[src/rtl/disp_syncgen.sv]
// disp_syncgen: VGA timing generator that drains the pixel FIFO into registered RGB/HS/VS/DE and requests one VRAM fetch per frame.
// Optional macro DISP_COLORBAR_EN: show 8 vertical colour bars instead of black while the display is off.
module disp_syncgen #(
    parameter int H_ACTIVE = 640,
    parameter int H_FP     = 16,
    parameter int H_SYNC   = 96,
    parameter int H_BP     = 48,
    parameter int V_ACTIVE = 480,
    parameter int V_FP     = 10,
    parameter int V_SYNC   = 2,
    parameter int V_BP     = 33,
    parameter bit SYNC_POL = 1'b0
) (
    input  logic        DCLK,
    input  logic        DRST_N,
    input  logic        DISPON,
    input  logic        FIFO_EMPTY,
    input  logic [31:0] FIFO_DOUT,
    output logic        FIFO_RD,
    output logic        AXISTART,
    input  logic        UF_CLR,
    output logic        UNDERFLOW,
    output logic [7:0]  VGA_R,
    output logic [7:0]  VGA_G,
    output logic [7:0]  VGA_B,
    output logic        VGA_HS,
    output logic        VGA_VS,
    output logic        VGA_DE
);
    localparam int H_PERIOD = H_ACTIVE + H_FP + H_SYNC + H_BP;
    localparam int V_PERIOD = V_ACTIVE + V_FP + V_SYNC + V_BP;
    localparam int HW = $clog2(H_PERIOD);
    localparam int VW = $clog2(V_PERIOD);
    localparam logic [HW-1:0] H_ACT = HW'(H_ACTIVE);
    localparam logic [HW-1:0] H_S0  = HW'(H_ACTIVE + H_FP);
    localparam logic [HW-1:0] H_S1  = HW'(H_ACTIVE + H_FP + H_SYNC);
    localparam logic [HW-1:0] H_END = HW'(H_PERIOD - 1);
    localparam logic [VW-1:0] V_ACT = VW'(V_ACTIVE);
    localparam logic [VW-1:0] V_S0  = VW'(V_ACTIVE + V_FP);
    localparam logic [VW-1:0] V_S1  = VW'(V_ACTIVE + V_FP + V_SYNC);
    localparam logic [VW-1:0] V_END = VW'(V_PERIOD - 1);

    logic [HW-1:0] hcnt_q, hcnt_d;
    logic [VW-1:0] vcnt_q, vcnt_d;
    logic          frame_on_q, frame_on_d;
    logic          axistart_q, axistart_d;
    logic          uf_q, uf_d;
    logic          pop1_q, pop1_d, act1_q, act1_d, hs1_q, hs1_d, vs1_q, vs1_d;
    logic [23:0]   rgb_q, rgb_d;
    logic          hs_q, hs_d, vs_q, vs_d, de_q, de_d;
    logic          active;
    logic          unused_hi;
`ifdef DISP_COLORBAR_EN
    localparam logic [HW-1:0] H_BAR = HW'(H_ACTIVE / 8);
    logic [23:0] bar1_q, bar1_d;
    logic [2:0]  bar_k;
`endif

    assign unused_hi = ^FIFO_DOUT[31:24];

    always_comb begin
        active     = (hcnt_q < H_ACT) && (vcnt_q < V_ACT);
        hcnt_d     = (hcnt_q == H_END) ? '0 : hcnt_q + 1'b1;
        vcnt_d     = (hcnt_q != H_END) ? vcnt_q : (vcnt_q == V_END) ? '0 : vcnt_q + 1'b1;
        // AXISTART and frame_on decode the next count so they change on the edge that enters the VS lines
        axistart_d = (vcnt_d >= V_S0) && (vcnt_d < V_S1);
        frame_on_d = (hcnt_d == '0 && vcnt_d == V_S0) ? DISPON : frame_on_q;
        FIFO_RD    = active && frame_on_q && !FIFO_EMPTY;
        uf_d       = (active && frame_on_q && FIFO_EMPTY) || (uf_q && !UF_CLR);
        pop1_d     = FIFO_RD;
        act1_d     = active;
        hs1_d      = (hcnt_q >= H_S0 && hcnt_q < H_S1) ? SYNC_POL : ~SYNC_POL;
        vs1_d      = (vcnt_q >= V_S0 && vcnt_q < V_S1) ? SYNC_POL : ~SYNC_POL;
        hs_d       = hs1_q;
        vs_d       = vs1_q;
        de_d       = act1_q;
`ifdef DISP_COLORBAR_EN
        bar_k      = 3'd7 - 3'(hcnt_q / H_BAR);
        bar1_d     = frame_on_q ? '0 : {{8{bar_k[2]}}, {8{bar_k[1]}}, {8{bar_k[0]}}};
        rgb_d      = pop1_q ? FIFO_DOUT[23:0] : act1_q ? bar1_q : '0;
`else
        rgb_d      = pop1_q ? FIFO_DOUT[23:0] : '0;
`endif
    end

    always_ff @(posedge DCLK or negedge DRST_N) begin
        if (!DRST_N) begin
            hcnt_q     <= '0;
            vcnt_q     <= '0;
            frame_on_q <= 1'b0;
            axistart_q <= 1'b0;
            uf_q       <= 1'b0;
            pop1_q     <= 1'b0;
            act1_q     <= 1'b0;
            hs1_q      <= ~SYNC_POL;
            vs1_q      <= ~SYNC_POL;
            rgb_q      <= '0;
            hs_q       <= ~SYNC_POL;
            vs_q       <= ~SYNC_POL;
            de_q       <= 1'b0;
`ifdef DISP_COLORBAR_EN
            bar1_q     <= '0;
`endif
        end else begin
            hcnt_q     <= hcnt_d;
            vcnt_q     <= vcnt_d;
            frame_on_q <= frame_on_d;
            axistart_q <= axistart_d;
            uf_q       <= uf_d;
            pop1_q     <= pop1_d;
            act1_q     <= act1_d;
            hs1_q      <= hs1_d;
            vs1_q      <= vs1_d;
            rgb_q      <= rgb_d;
            hs_q       <= hs_d;
            vs_q       <= vs_d;
            de_q       <= de_d;
`ifdef DISP_COLORBAR_EN
            bar1_q     <= bar1_d;
`endif
        end
    end

    assign {VGA_R, VGA_G, VGA_B} = rgb_q;
    assign VGA_HS    = hs_q;
    assign VGA_VS    = vs_q;
    assign VGA_DE    = de_q;
    assign AXISTART  = axistart_q;
    assign UNDERFLOW = uf_q;
endmodule

[config.mk]
export PLATFORM = sky130hd
export DESIGN_NAME = disp_syncgen
export DESIGN_NICKNAME = d
export VERILOG_FILES = /design/src/rtl/disp_syncgen.sv
export SDC_FILE = /design/constraint.sdc
export NUM_CORES = 1
export LEC_CHECK = 0
export ABC_CLOCK_PERIOD_IN_PS = 3000
export BUFFER_PORTS_ARGS = -buffer_cell sky130_fd_sc_hd__buf_2
export CAP_MARGIN = 20
export CORE_ASPECT_RATIO = 1.1
export CORE_MARGIN = 2
export CORE_UTILIZATION = 50
export CTS_CLUSTER_SIZE = 24
export DETAILED_ROUTE_END_ITERATION = 8
export PLACE_DENSITY = 0.85
export RECOVER_POWER = 50
export SETUP_SLACK_MARGIN = 0.3
export SLEW_MARGIN = 0
export SYNTH_ARGS = -nofsm -noshare
export SYNTH_HDL_FRONTEND = slang
export SYNTH_SLANG_ARGS = --single-unit
[constraint.sdc]
create_clock -name DCLK -period 3 [get_ports DCLK]
set_clock_uncertainty 0.05 [all_clocks]
set_input_delay 0.3 -clock DCLK [delete_from_list [all_inputs] [get_ports DCLK]]
set_output_delay 0.3 -clock DCLK [all_outputs]
set_load 0.01 [all_outputs]
==> results of run 1 <==
[how the worst max path moves through the flow]
stage / startpoint / endpoint / slack, ns / depth (start not counted)
floorplan: hcnt_q[0]$_DFF_PN0_ / frame_on_q$_DFFE_PN0P_ / 0.39 / 9
global placement: hcnt_q[0]$_DFF_PN0_ / frame_on_q$_DFFE_PN0P_ / 0.22 / 8
detailed placement: hcnt_q[0]$_DFF_PN0_ / frame_on_q$_DFFE_PN0P_ / 0.19 / 8
CTS: hcnt_q[0]$_DFF_PN0_ / frame_on_q$_DFFE_PN0P_ / 0.32 / 8
global route: hcnt_q[0]$_DFF_PN0_ / frame_on_q$_DFFE_PN0P_ / 0.20 / 8
finish: hcnt_q[0]$_DFF_PN0_ / frame_on_q$_DFFE_PN0P_ / 0.32 / 8
[cells by family (layout without fill, tap and decap cells)]
| family | count (synthesis) | count (layout) | share of synthesized area (%) |
|---|---|---|---|
| multiplexers | 2 | 2 | 0.9076 |
| flip-flops | 54 | 54 | 57.88 |
| XOR/XNOR | 10 | 10 | 3.737 |
| adder cells (fa/ha/maj) | 4 | 4 | 2.136 |
| AO/OA/AOI/OAI | 26 | 26 | 7.208 |
| buffers and inverters | 18 | 90 | 4.164 |
| AND/OR/NAND/NOR | 95 | 95 | 23.97 |
[layer usage]
| layer | part of all wire (%) | GRT usage, % | vias up |
|---|---|---|---|
| met5 | 0 | 0 | - |
| met4 | 2.0 | 9.150 | 0 |
| met3 | 6.4 | 4.233 | 9 |
| met2 | 50 | 31.62 | 76 |
| met1 | 42 | 22.48 | 826 |
| li1 | - | - | 849 |
[worst max-delay path, cell delays in order, from the launching register on]
cell and delay [ns]:
dfrtp_1 0.43, ha_4 0.19, nand3_2 0.12, or3_4 0.47, nor3b_1 0.19, a21oi_1 0.08
or4_4 0.54, nor4_4 0.16, mux2_1 0.34
[cell type report]
type                       instances  area (um2)
fill                             343        1662
sequential                        54        1358
multi-input combinational        137       947.2
timing repair buffer              73       400.4
tap                               56       70.07
clock buffer                       5       68.82
clock inverter                     3       47.55
inverter                           9       33.78
[metrics by stage]
stage / area, um2 / hold WS, ns
after CTS: 2843 / 0.06568
after floorplan: 2356 / -0.04559
after detailed placement: 2713 / 0.2865
after global routing: 2925 / 0.1051
final: 2925 / 0.09970
after global placement: 2713 / 0.2826
[power breakdown]
part / leakage, nW / switching, mW / internal [mW]
Sequential: 0.714 / 0.0000000000000000169 / 0.728
Combinational: 0.699 / 0.0174 / 0.0129
Clock: 0.0587 / 0.247 / 0.253
[cell usage in the layout (no fill, tap or decap), types with 4 or more instances in the layout]
| cell | n |
|---|---|
| buf_4 | 14 |
| nand2_1 | 13 |
| xnor2_1 | 4 |
| and2_1 | 23 |
| dfstp_2 | 4 |
| nor2_1 | 11 |
| buf_2 | 58 |
| nand3_1 | 10 |
| dfrtp_1 | 49 |
| xor2_1 | 6 |
| clkbuf_8 | 5 |
| a21oi_1 | 7 |
| nor3_1 | 4 |
| o21ai_0 | 5 |
| inv_1 | 9 |
[what timing repair did]
action,in CTS,in global routing
resized for setup,4,5
cloned,0,0
setup buffers,0,7
endpoints found under the setup margin,1,1
pin swaps,0,1
==> summary.md, run 1 <==
| Metric | Value |
|---|---|
| Status | `complete, no violations` |
| I/O Buffers | `58` |
| Final ANT Viol Nets | `0` |
| Largest registers | `rgb_q (24), hcnt_q (10), vcnt_q (10)` |
| EDFF count, synth | `0` |
| RePlAce Congestion | `0.8194` |
| Post-synthesis cell type count | `52` |
| Area leader, netlist | `dfrtp_1` |
| Synth Net Count | `250` |
| Root Buffer | `clkbuf_8` |
| Layout Cells excl Fill | `between 300 and 400` |
| Worst Hold Path Cells | `2` |
| Average footprint of a synthesized cell | `11.21 um2` |
| DP Cell Count | `322` |
| CP arrival | `2.84 ns` |
| Final setup viols | `0` |
| Max reg flops | `24` |
| Most flops, register | `rgb_q` |
| Nets | `321` |
| Worst min-delay path category | `in -> reg` |
| Layout cells sized above 1 | `about 37%` |
| Fmax | `0.3732 GHz` |
| Post-Syn Area | `2343 um2` |
| Min-Delay Startpoint | `FIFO_EMPTY` |
| Crit end category | `flip-flop` |
| Setup TNS | `0 ns` |
| Cts bufs inserted | `5` |
| Post-synth ARST share | `100.0%` |
| Depth of the CTS H-tree | `2` |
| Count leader, synth | `dfrtp_1` |
| Core area | `4587 um2` |
| R2R Path Start | `hcnt_q[0]$_DFF_PN0_` |
| Worst skew pair latency | `0.32 ns` |
| P per Cell Area | `429.9 nW/um2` |
| Final core utilization | `63.78%` |
| First-pass GRT wire length | `roughly 7.6 mm` |
| Synth area leaders | `dfrtp_1 (53%), and2_1 (6.4%), dfstp_2 (4.5%)` |
| Crit path max fanout | `5` |
| Ys Warns | `0` |
| CTS tree | `yes` |
| R2R Setup Slk | `0.32 ns` |
| Avg WL per Cell | `between 10 and 15 um` |
| ANT cells | `0` |
| Pwr Total | `1.258 mW` |
| DR iter-0 viols | `110` |
| Lkg Pwr | `1.473 nW` |
| Post-synthesis register bit count | `54` |
| Total iterations of the first detailed-routing run | `4` |
| Post-detail-place hpwl | `between 3 and 4 mm` |
| Worst EP required | `between 3 and 4 ns` |
| R2R cell count | `8` |
| Hold path endpoint | `pop1_q$_DFF_PN0_` |
| Post-CTS Hold Fix Bufs | `0` |
| Critical R2R Capture | `frame_on_q$_DFFE_PN0P_` |
| DRC viols | `0` |
| Overall Global Routing Usage | `~18%` |
| Clock slew at reported path FFs | `roughly 0.1 ns` |
| Full die area | `5251 um2` |
| Synth Flop Type | `dfrtp_1` |
| Layout Area Growth over Synthesis | `24.83%` |
| Largest net degree at the start of global routing | `55` |
| Pre-CTS WS | `roughly 0.2 ns` |
| Slew Limit Fails | `0` |
| Unrepaired setup endpoints after global routing | `true` |
| Crit share post-route | `89.31%` |
| GR Overflow Total | `0` |
| Critical path class | `reg -> reg` |
| Vias per inst | `5.223` |
| Final setup margin | `~0.32 ns` |
| Final WL | `4.822 mm` |
| Worst Tran Pin Value | `around 1.3 ns` |
| Final hold vios | `0` |
| Num rows | `26` |
| Die H | `~76 um` |
| Sequential-to-total area share from yosys stat | `57.88%` |
| Worst Setup Start Kind | `flip-flop` |
| Rel. slew slack | `14.34%` |
| Synth Instances | `209` |
| Vias in the first global route | `1,642` |
| Peak VDD IR | `0.1940 mV` |
| Num ports | `67` |
| Max Cap Viol | `0` |
| Die Wd | `~69 um` |
| Clock Tree Buf Depth | `2` |
| Commonest cells in the netlist | `dfrtp_1 (50), and2_1 (24), nand2_1 (13)` |
| Top cell type's share of synthesized area | `53.39%` |
| Final Critical Period | `2.679 ns` |
| Vias post-DR | `1,760` |
| Initial antenna violation count | `0` |
| # clock sinks | `54` |
| Initial Util | `51.09%` |
(Power assumes the default switching activity.)
==> run 2: changes to the inputs <==
--- a/config.mk
+++ b/config.mk
@@ -14,7 +14,6 @@
 export CTS_CLUSTER_SIZE = 24
 export DETAILED_ROUTE_END_ITERATION = 8
 export PLACE_DENSITY = 0.85
-export RECOVER_POWER = 50
 export SETUP_SLACK_MARGIN = 0.3
 export SLEW_MARGIN = 0
 export SYNTH_ARGS = -nofsm -noshare
==> summary.md, run 2 (synthesized netlist as in run 1, its figures left out) <==
| Metric | Value |
|---|---|
| Status | `complete, no violations` |
| Worst min-delay path category | `in -> async` |
| DRC viols | `0` |
| Worst EP required | `3.16 ns` |
| Num rows | `26` |
| Vias per inst | `5.228` |
| Largest registers | `rgb_q (24), hcnt_q (10), vcnt_q (10)` |
| Fmax | `0.3786 GHz` |
| Nets | `321` |
| Worst Setup Start Kind | `flip-flop` |
| Final Cell Area | `2929 um2` |
| Total iterations of the first detailed-routing run | `4` |
| Root Buffer | `clkbuf_8` |
| Crit share post-route | `88.05%` |
| Clock slew at reported path FFs | `0.10 ns` |
| First-pass GRT wire length | `7.576 mm` |
| CTS tree | `yes` |
| Post-CTS Hold Fix Bufs | `0` |
| Layout cells sized above 1 | `37.37%` |
| ANT cells | `0` |
| Final hold vios | `0` |
| Final Critical Period | `2.641 ns` |
| Final ANT Viol Nets | `0` |
| Initial Util | `around 51%` |
| GR Overflow Total | `0` |
| Worst skew pair latency | `0.32 ns` |
| Die H | `75.81 um` |
| Commonest non-fill, non-tap cell in the layout | `buf_2` |
| Unrepaired setup endpoints after global routing | `true` |
| Peak VDD IR | `between 0.15 and 0.2 mV` |
| Dpl cell area | `2713 um2` |
| Final setup viols | `0` |
| Final setup margin | `0.3586 ns` |
| Full die area | `roughly 5300 um2` |
| RePlAce Congestion | `0.8194` |
| Critical path class | `reg -> reg` |
| Final WL | `between 4 and 5 mm` |
| Most flops, register | `rgb_q` |
| Layout Area Growth over Synthesis | `24.99%` |
| Crit path max fanout | `5` |
| Worst Tran Pin Value | `0.6568 ns` |
| Max reg flops | `24` |
| Avg WL per Cell | `14.28 um` |
| Commonest cells after routing, fill and taps aside | `buf_2 (58), dfrtp_1 (48), and2_1 (24)` |
| Cts bufs inserted | `5` |
| Depth of the CTS H-tree | `2` |
| # clock sinks | `54` |
| I/O Buffers | `58` |
| Vias post-DR | `1,762` |
| P per Cell Area | `429.6 nW/um2` |
| Pwr Total | `1.258 mW` |
| DR iter-0 viols | `110` |
| Die Wd | `69.28 um` |
| Clock Tree Buf Depth | `2` |
| Rel. slew slack | `between 50% and 60%` |
| Overall Global Routing Usage | `18.46%` |
| Max Cap Viol | `0` |
| CP arrival | `2.80 ns` |
| Largest net degree at the start of global routing | `55` |
| Num ports | `67` |
| Setup TNS | `0 ns` |
| Final core utilization | `63.86%` |
| Lkg Pwr | `1.474 nW` |
| Crit end category | `flip-flop` |
| Vias in the first global route | `1,642` |
| Pre-CTS WS | `0.1946 ns` |
| Post-detail-place hpwl | `3.376 mm` |
| Core area | `around 4600 um2` |
| Slew Limit Fails | `0` |
| Initial antenna violation count | `0` |
==> run 2: per-layer routing <==
layer  GRT usage (%)  vias up  routed length (um)
met4           9.150        0                  87
met1           22.48      840                2020
met2           31.62       65                2411
li1                -      850                   -
met5               0        -                   0
met3           4.233        7                 292
==> run 2: final cells by class <==
cell class,instances,area [um2]
multi-input combinational,137,947.2
inverter,9,33.78
tap,56,70.07
fill,341,1658
clock buffer,5,68.82
sequential,54,1359
timing repair buffer,73,402.9
clock inverter,3,47.55
==> run 2: what timing repair did <==
action	4_1_cts	5_1_grt
setup buffers	0	7
resized for setup	4	5
endpoints found under the setup margin	1	1
pin swaps	0	1
hold endpoints to repair	0	0
==> run 2: final timing paths <==
path | startpoint | endpoint | slack (ns) | cells after the start
max | hcnt_q[0]$_DFF_PN0_ | frame_on_q$_DFFE_PN0P_ | 0.36 | 8
min reg2reg | act1_q$_DFF_PN0_ | VGA_DE$_DFF_PN0_ | 0.31 | 0
max in group asynchronous | DRST_N | hcnt_q[0]$_DFF_PN0_ | 2.39 | 2
max reg2reg | hcnt_q[0]$_DFF_PN0_ | frame_on_q$_DFFE_PN0P_ | 0.36 | 8
min | DRST_N | rgb_q[10]$_DFF_PN0_ | 0.04 | 2
min in group DCLK | FIFO_EMPTY | pop1_q$_DFF_PN0_ | 0.10 | 2
==> run 2: worst max-delay path: stages, from the launching register on <==
cell,delay [ns]
dfrtp_2,0.41
ha_4,0.17
nand3_2,0.12
or3_4,0.47
nor3b_1,0.19
a21oi_1,0.08
or4_4,0.54
nor4_4,0.16
mux2_1,0.34
==> run 2: power by group <==
part	leakage [nW]	total [mW]	internal, mW	switching (mW)
clock	0.0587	0.500	0.253	0.247
sequential	0.714	0.728	0.728	0.0000000000000000169
combinational	0.701	0.0307	0.0133	0.0174
total	1.47	1.26	0.994	0.264
==> run 2: metrics by stage <==
step	hold WS, ns	std cells
finish	0.03932	337
global route	0.1051	337
CTS	0.06568	330
detailed placement	0.2865	322
global placement	0.2826	322
floorplan	-0.04559	209
